===== src/rtl/io_input_cond.sv =====
// Button/switch conditioning for the MMIO input ports: synchroniser, per-button debounce,
// sticky W1C press flags and a combinational-read register file. Optional macro: BTN_IRQ_EN.
module io_input_cond #(
    parameter int NUM_BTN         = 4,
    parameter int NUM_SW          = 32,
    parameter int SYNC_STAGES     = 2,
    parameter int DEBOUNCE_CYCLES = 50000,
    parameter int BTN_ACTIVE_LOW  = 1
) (
    input  logic               clk,
    input  logic               rstn,
    input  logic [NUM_BTN-1:0] i_btn_raw,
    input  logic [NUM_SW-1:0]  i_sw_raw,
    output logic [NUM_BTN-1:0] o_btn_lvl,
    output logic [NUM_SW-1:0]  o_sw_lvl,
    input  logic               i_we,
    input  logic [3:0]         i_addr,
    input  logic [31:0]        i_wdata,
    output logic [31:0]        o_rdata,
    output logic               o_irq
);

    localparam int CW = $clog2(DEBOUNCE_CYCLES);
    localparam logic [CW-1:0] CNT_MAX = CW'(DEBOUNCE_CYCLES - 1);
    localparam logic [NUM_BTN-1:0] BTN_IDLE =
        (BTN_ACTIVE_LOW != 0) ? {NUM_BTN{1'b1}} : {NUM_BTN{1'b0}};

    localparam logic [1:0] A_SW   = 2'd0;
    localparam logic [1:0] A_BTN  = 2'd1;
    localparam logic [1:0] A_FLAG = 2'd2;
    localparam logic [1:0] A_MASK = 2'd3;

    logic [NUM_BTN-1:0] r_btn_sync [SYNC_STAGES];
    logic [NUM_SW-1:0]  r_sw_sync  [SYNC_STAGES];
    logic [CW-1:0]      r_cnt      [NUM_BTN];
    logic [CW-1:0]      w_cnt_next [NUM_BTN];
    logic [NUM_BTN-1:0] r_btn_lvl;
    logic [NUM_BTN-1:0] r_flag;
    logic [NUM_BTN-1:0] w_btn_synced;
    logic [NUM_BTN-1:0] w_lvl_next;
    logic [NUM_BTN-1:0] w_press;
    logic [NUM_BTN-1:0] w_flag_clr;
    logic [31:0]        w_rdata;
    logic               w_unused;

    // Sync flops reset to the released pad level so no phantom press follows reset.
    always_ff @(posedge clk) begin
        if (!rstn) begin
            for (int s = 0; s < SYNC_STAGES; s++) begin
                r_btn_sync[s] <= BTN_IDLE;
                r_sw_sync[s]  <= '0;
            end
        end else begin
            r_btn_sync[0] <= i_btn_raw;
            r_sw_sync[0]  <= i_sw_raw;
            for (int s = 1; s < SYNC_STAGES; s++) begin
                r_btn_sync[s] <= r_btn_sync[s-1];
                r_sw_sync[s]  <= r_sw_sync[s-1];
            end
        end
    end

    assign w_btn_synced = (BTN_ACTIVE_LOW != 0) ? ~r_btn_sync[SYNC_STAGES-1]
                                                : r_btn_sync[SYNC_STAGES-1];
    assign o_sw_lvl     = r_sw_sync[SYNC_STAGES-1];

    // Any cycle of agreement zeroes the counter; the level flips on the count that hits max.
    always_comb begin
        w_lvl_next = r_btn_lvl;
        for (int i = 0; i < NUM_BTN; i++) begin
            w_cnt_next[i] = '0;
            if (w_btn_synced[i] != r_btn_lvl[i]) begin
                if (r_cnt[i] == CNT_MAX) begin
                    w_lvl_next[i] = w_btn_synced[i];
                end else begin
                    w_cnt_next[i] = r_cnt[i] + 1'b1;
                end
            end
        end
    end

    assign w_press    = w_lvl_next & ~r_btn_lvl;
    assign w_flag_clr = (i_we && i_addr[3:2] == A_FLAG) ? i_wdata[NUM_BTN-1:0] : '0;

    // A press edge on the same edge as its W1C clear keeps the flag set.
    always_ff @(posedge clk) begin
        if (!rstn) begin
            for (int i = 0; i < NUM_BTN; i++) begin
                r_cnt[i] <= '0;
            end
            r_btn_lvl <= '0;
            r_flag    <= '0;
        end else begin
            for (int i = 0; i < NUM_BTN; i++) begin
                r_cnt[i] <= w_cnt_next[i];
            end
            r_btn_lvl <= w_lvl_next;
            r_flag    <= (r_flag & ~w_flag_clr) | w_press;
        end
    end

    assign o_btn_lvl = r_btn_lvl;

`ifdef BTN_IRQ_EN
    logic [NUM_BTN-1:0] r_mask;
    logic               r_irq;

    always_ff @(posedge clk) begin
        if (!rstn) begin
            r_mask <= '0;
            r_irq  <= 1'b0;
        end else begin
            if (i_we && i_addr[3:2] == A_MASK) begin
                r_mask <= i_wdata[NUM_BTN-1:0];
            end
            r_irq <= |(r_flag & r_mask);
        end
    end

    assign o_irq = r_irq;
`else
    assign o_irq = 1'b0;
`endif

    always_comb begin
        w_rdata = '0;
        case (i_addr[3:2])
            A_SW:   w_rdata[NUM_SW-1:0]  = r_sw_sync[SYNC_STAGES-1];
            A_BTN:  w_rdata[NUM_BTN-1:0] = r_btn_lvl;
            A_FLAG: w_rdata[NUM_BTN-1:0] = r_flag;
`ifdef BTN_IRQ_EN
            A_MASK: w_rdata[NUM_BTN-1:0] = r_mask;
`endif
            default: w_rdata = '0;
        endcase
    end

    assign o_rdata  = w_rdata;
    assign w_unused = &{1'b0, i_addr[1:0], i_wdata};

endmodule

===== config.mk =====
export PLATFORM = sky130hd
export DESIGN_NAME = io_input_cond
export DESIGN_NICKNAME = d
export VERILOG_FILES = /design/src/rtl/io_input_cond.sv
export SDC_FILE = /design/constraint.sdc
export NUM_CORES = 1
export LEC_CHECK = 0
export BUFFER_PORTS_ARGS = -buffer_cell sky130_fd_sc_hd__buf_2
export CAP_MARGIN = 20
export CORE_MARGIN = 4
export CORE_UTILIZATION = 40
export CTS_BUF_LIST = sky130_fd_sc_hd__clkbuf_16
export DETAILED_ROUTE_END_ITERATION = 12
export PLACE_DENSITY_LB_ADDON = 0.12
export SETUP_SLACK_MARGIN = 0.3
export SYNTH_ARGS = -nofsm -noshare
export SYNTH_HDL_FRONTEND = slang
export SYNTH_SLANG_ARGS = --single-unit

===== constraint.sdc =====
create_clock -name clk -period 2.19 [get_ports clk]
set_input_delay 0.219 -clock clk [delete_from_list [all_inputs] [get_ports clk]]
set_output_delay 0.219 -clock clk [all_outputs]
set_load 0.02 [all_outputs]

==> key figures, run 1 <==
Yosys
  – Yosys top cell area share: 51.36%
  – Synth Area per Inst: 9.497 sq um
  – Synth warn: 0
  – Distinct cells, synth: 44
  – Post-synth EDFFs: 0
  – Async SR Flop Fraction: 0%
  – Ys flop type: dfxtp_1
  – Top-count cell post-synth: dfxtp_1
  – Seq/Total Area, Yosys: 51.36%
  – Net Count, Synth: 670
  – Area contributors post-synth: dfxtp_1 (51%), and2_1 (10%), xnor2_1 (7.5%)
  – Synth Cell Area: 0.005613 sq mm
  – Post-Synthesis Cells: 591
  – Post-synth top area cell: dfxtp_1
  – Post-synth top cells: dfxtp_1 (144), and2_1 (93), nor2_1 (75)
  – Yosys reg bits: 144

Clock tree
  – CTS clk-pin slew, worst paths: 0.06 ns
  – Worst-Skew Late Latency: 0.41 ns
  – H-tree depth: 4
  – CTS tree: done
  – Clk sinks: 144
  – Clock root buffer: clkbuf_16
  – Total CTS buffers: 17
  – Clk buf depth: 2

Timing
  – Final Skew: 0.006828 ns
  – Fmax achieved: 0.5515 GHz
  – RSZ-0062 raised after global routing: no
  – Count of final setup violators: 0
  – Fin. Hold Viols: 0
  – Slew Viols, Final: 0
  – Final Cycle Share: 82.80%
  – Post-layout minimum cycle time: 1.813 ns
  – Final setup TNS: 0 ns

Floorplanning
  – Die area: 0.01599 sq mm
  – Core region area: 0.01383 sq mm
  – DIE HEIGHT: 126.5 um
  – Std cell rows: 43
  – Initial Util: 40.59%
  – Die X-Extent: 126.5 um
  – Ports: 144

Critical path
  – R2R Setup Slk: 0.38 ns
  – R2r endpoint: r_cnt[2][15]
  – Crit path max-delay cell type: or4_4
  – Crit path launch type: register
  – CP Class: register to register
  – Reg2Reg Depth: 4
  – CP required: 2.48 ns
  – Crit path cell chain: or4bb_1 -> or4_4 -> nand3_4 -> a21oi_1
  – Setup crit end: r_cnt[2][15]
  – Origin of the worst setup path: r_cnt[2][5]
  – CP peak stage delay: 0.56 ns
  – Crit path DAT: 2.11 ns
  – Crit. End Element: register
  – Crit-path max FO: 16
  – RR Startpoint: r_cnt[2][5]

Power and ir drop
  – Sequential Power Share: 44.7%
  – Switching share of power: 20.38%
  – Clk pwr share: 51.2%
  – Combinational Power Share: 4.1%
  – Tot Pwr: 6.054 mW
  – Switching pwr: 1.234 mW
  – Static Leak: 2.762 nW
  – Pwr/cell area: 865.6 mW/mm^2
  – P_int: 4.820 mW
  – Worst vdd ir: 0.4949 mV

Layout
  – Nets: 779
  – Fillers: 1314
  – Layout cells sized above 1: 22.05%
  – Fin cells: 892
  – Antenna fix cells: 0
  – Synthesis-to-layout area growth: 24.61%

Drt
  – Routed WL: 10810 um
  – Routed vias/inst: 4.548
  – Via count: 4057
  – DRT Pass-1 Iters: 4
  – Initial DRC count: 124
  – Post-detailed-route wirelength per cell: 12.11 um
  – Antenna-violating nets left: 0
  – DRC Markers: 0

GRT
  – Global route total overflow: 0
  – Largest net degree at the start of global routing: 47
  – Initial antenna violation count: 0
  – Vias in the first global route: 3896
  – GRT Total Usage: 13.91%
  – First-pass GRT wire length: 18110 um

Placed design
  – Global placer's final weighted congestion: 0.7966
  – Placed cell count: 841
  – Port buffer count: 112
  – Post-DP HPWL: 7853 um

Run status
  – Run status: finished, final reports clean

Run
  – Max-Cap Viols: 0

Hold path
  – Worst hold path type: input port to register
==> layout make-up <==
class	count	area [sq um]	share of cell area [%]
inverter	14	52.55	0.7513
tap	180	225.2	3.220
clock buffer	17	425.4	6.082
multi-input combinational	383	2375	33.95
timing repair buffer	140	820.8	11.74
sequential	144	2883	41.22
clock inverter	14	212.7	3.041
==> logic make-up (layout without fill, tap and decap cells) <==
| kind of cell | after synthesis | after routing | share of synthesized area, % |
|---|---|---|---|
| DFF | 144 | 144 | 51.36 |
| buffers and inverters | 64 | 185 | 6.710 |
| xor gates and xnor gates | 58 | 58 | 9.050 |
| adders and majority gates | 4 | 4 | 0.8917 |
| AOI/OAI and AO/OA | 22 | 22 | 2.742 |
| and+or+nand+nor | 294 | 294 | 28.47 |
| other | 1 | 1 | 0.06681 |
| muxes | 4 | 4 | 0.7134 |
==> critical path: cells and delay by family (launching register included) <==
| family | cells | cell delay [ns] |
|---|---|---|
| flops | 1 | 0.35 |
| simple gates | 3 | 1.27 |
| compound gates | 1 | 0.07 |
==> repair_timing <==
action	4_1_cts	5_1_grt
pin swaps	0	1
hold buffers	20	0
resized for setup	1	2
hold endpoints to repair	20	0
setup endpoints to repair	16	25
buffers inserted	0	0
==> through the flow <==
step                      hold WS, ns  cell area (sq um)  worst slack [ns]  util, %
after floorplan                0.3205               5613            0.3987        -
after global placement         0.3907               6135            0.2957    44.37
after detailed placement       0.3972               6135            0.2733    44.37
after CTS                   0.0009541               6980            0.3370    50.48
after global routing         0.002587               6994            0.3013    50.58
final                         0.01858               6994            0.3768    50.58
==> metal layers <==
layer  up-vias  share of wire (%)  GRT usage, %
li1       2124                  -             -
met1      1820                 46         17.27
met2        98                 46         22.76
met3        15                5.8         3.832
met4         0                1.6         5.868
met5         -                  0             0
==> how the worst min path moves through the flow <==
| stage | from | endpoint | slack, ns | cells past startpoint |
|---|---|---|---|---|
| after floorplan | i_btn_raw[0] | r_btn_sync[0][0] | 0.32 | 1 |
| after global routing | i_sw_raw[1] | r_sw_sync[0][1] | 0.003 | 2 |
| after global placement | r_btn_sync[0][0] | r_btn_sync[0][4] | 0.39 | 1 |
| final | i_sw_raw[1] | r_sw_sync[0][1] | 0.02 | 2 |
| after detailed placement | r_btn_sync[0][2] | r_btn_sync[0][6] | 0.40 | 1 |
| after CTS | i_sw_raw[1] | r_sw_sync[0][1] | 0.001 | 2 |
==> registers in the layout (all words and copies together), names as in the netlist <==
register,count
r_flag,4
r_sw_sync,64
o_btn_lvl,4
r_btn_sync,8
r_cnt,64
==> cells in the final DEF, fill, tap and decap left out, types with 2 or more instances in the layout <==
cell type	Yosys	routed
a21oi_1	2	2
xor2_1	10	10
nand4_1	17	17
nand3_1	20	19
mux2i_1	4	4
buf_2	1	112
a21boi_0	5	5
nor2_1	75	75
nor4bb_1	2	2
buf_4	34	8
ha_1	4	4
nand2b_1	8	8
dlygate4sd3_1	0	20
o21bai_1	2	2
o21a_1	4	4
clkinv_2	0	4
o21ai_0	5	5
or4_1	2	2
or4bb_1	2	2
and3_1	5	5
nand2_1	24	24
nor4_1	14	14
bufinv_16	0	5
nor3b_1	2	2
inv_6	0	3
nor4b_1	2	2
xnor2_1	48	48
or3_1	3	3
and2_1	93	93
nand4b_1	2	2
inv_1	14	14
nor3_1	15	15
clkbuf_16	0	17
dfxtp_1	144	144
==> power by group through the flow <==
stage	logic (mW)	clock network [mW]	registers [mW]
2_1_floorplan	0.164	0	2.76
3_3_place_gp	0.219	0	2.76
3_5_place_dp	0.221	0	2.76
4_1_cts	0.251	3.19	2.71
5_1_grt	0.274	3.30	2.71
6_report	0.246	3.10	2.71
Note: power is estimated with default switching activity, not from simulation.
==> inputs of run 2 (changes only) <==
- clock period: 2.19 -> 1.9 ns (I/O delays scaled with it)
==> run 2 against run 1 <==
Compared with the run above:
- via count up 4.8%
- global-route usage up 1.1 points
- flip-flop and latch count unchanged
- clock-buffer cell count unchanged
- first-iteration DRC count up 11%
==> key figures, run 2 (same netlist as run 1, synthesis figures left out) <==
Critical path
  – Crit path DAT: 2.13 ns
  – RR Startpoint: r_cnt[2][5]
  – Crit path depth: 4
  – CP peak stage delay: 0.57 ns
  – Crit-path max FO: 4
  – CP required: 2.25 ns
  – Crit path cell chain: or4bb_1 -> or4_4 -> or2_0 -> a21boi_1
  – Origin of the worst setup path: r_cnt[2][5]
  – Buffers & Inverters on Critical Path: 0
  – R2r endpoint: o_btn_lvl[2]
  – Crit. End Element: register
  – Crit path max-delay cell type: or4_4
  – Reg2Reg Depth: 4
  – CP top delay family: simple AND/OR/NAND/NOR gates
  – Setup crit end: o_btn_lvl[2]
  – CP Class: register to register
  – R2R Setup Slk: 0.12 ns
  – Crit path launch type: register

Timing
  – Slew Viols, Final: 0
  – Fin. Hold Viols: 0
  – Fmax achieved: 0.5628 GHz
  – Count of final setup violators: 0
  – Final setup TNS: 0 ns
  – Final Skew: 0.008004 ns
  – RSZ-0062 raised after global routing: yes
  – Post-layout minimum cycle time: 1.777 ns
  – Hold slack: 0.05500 ns
  – Final Cycle Share: 93.52%

GRT
  – Vias in the first global route: 4119
  – GRT Total Usage: 14.98%
  – Largest net degree at the start of global routing: 61
  – Global route total overflow: 0
  – Initial antenna violation count: 0
  – First-pass GRT wire length: 19350 um

Floorplanning
  – Ports: 144
  – Die area: 0.01599 sq mm
  – Initial Util: 40.59%
  – Die X-Extent: 126.5 um
  – DIE HEIGHT: 126.5 um
  – Std cell rows: 43
  – Core region area: 0.01383 sq mm

Clock tree
  – Clk sinks: 144
  – Total CTS buffers: 17
  – H-tree depth: 4
  – Clk buf depth: 2
  – Clock root buffer: clkbuf_16
  – CTS tree: done
  – CTS clk-pin slew, worst paths: 0.06 ns
  – Worst-Skew Late Latency: 0.42 ns

Drt
  – Via count: 4253
  – Routed WL: 11800 um
  – Routed vias/inst: 4.573
  – DRT Pass-1 Iters: 4
  – Initial DRC count: 138
  – Antenna-violating nets left: 0
  – DRC Markers: 0
  – Post-detailed-route wirelength per cell: 12.69 um

Placed design
  – Placed Area: 0.006238 sq mm
  – Port buffer count: 112
  – Post-DP HPWL: 8095 um
  – Global placer's final weighted congestion: 0.7454

Layout
  – Design Area, Final: 0.007420 sq mm
  – Antenna fix cells: 0
  – Synthesis-to-layout area growth: 32.19%
  – Final Util: 53.66%
  – Commonest non-fill, non-tap cell in the layout: dfxtp_1
  – Layout cells sized above 1: 28.67%
  – Nets: 817
  – Most frequent cells in the layout: dfxtp_1 (129), buf_2 (112), and2_1 (93)
  – Largest registers: r_cnt: 64 flops, r_sw_sync: 64 flops, r_btn_sync: 8 flops

Power and ir drop
  – Static Leak: 2.907 nW
  – Worst vdd ir: 0.5544 mV
  – Pwr/cell area: 898.7 mW/mm^2

Run status
  – Run status: finished, final reports clean

Run
  – Max-Cap Viols: 0

Hold path
  – Worst hold path type: input port to register
run 2: changes by cell type in the layout (fill, tap and decap cells not counted), sizes merged:
cell         before  now
buf             120  142
dlygate4sd3      20   36
clkinvlp          1    4
bufinv            5    3
inv              17   15
clkinv            5    6
run 2: how the worst min path moves through the flow:
stage                       endpoint          from  slack [ns]  depth (start not counted)
finish              r_btn_sync[0][3]          rstn        0.06                          2
global route        r_btn_sync[0][1]          rstn        0.05                          2
CTS                 r_btn_sync[0][3]          rstn        0.04                          2
detailed placement  r_btn_sync[0][2]  i_btn_raw[2]        0.38                          2
global placement    r_btn_sync[0][2]  i_btn_raw[2]        0.37                          2
floorplan           r_btn_sync[0][0]  i_btn_raw[0]        0.29                          1
run 2: area by class of cell:
cell class,instances,area (sq um)
sequential,144,2904
inverter,14,52.55
timing repair buffer,178,1169
fill,1248,6407
clock buffer,17,425.4
multi-input combinational,383,2494
clock inverter,14,150.1
tap,180,225.2
run 2: repair_timing:
action	CTS	global route
endpoints found under the hold margin	36	0
pin swaps	3	10
gates resized for setup	12	42
cloned	0	2
hold buffers	36	0
buffers inserted	4	4
endpoints found under the setup margin	36	68
run 2: where the power goes:
part / total, mW / internal, mW / switching [mW]
logic: 0.328 / 0.167 / 0.161
clock network: 3.22 / 2.02 / 1.20
registers: 3.12 / 3.09 / 0.0252
run 2: metrics by stage:
step                setup WS (ns)  std cells  power [mW]
global route              0.06210        930       6.928
finish                     0.1232        930       6.668
detailed placement         0.1040        853       3.450
CTS                        0.1233        924       6.776
global placement           0.1068        853       3.445
floorplan                  0.1605        591       3.369
run 2: per-layer routing:
layer  part of all wire, %  GRT usage, %  vias to the layer above
met1                    45         18.35                     1954
met3                   5.2         4.463                       18
met5                     0             0                        -
met2                    48         24.41                       86
li1                      -             -                     2195
met4                   1.8         6.625                        0
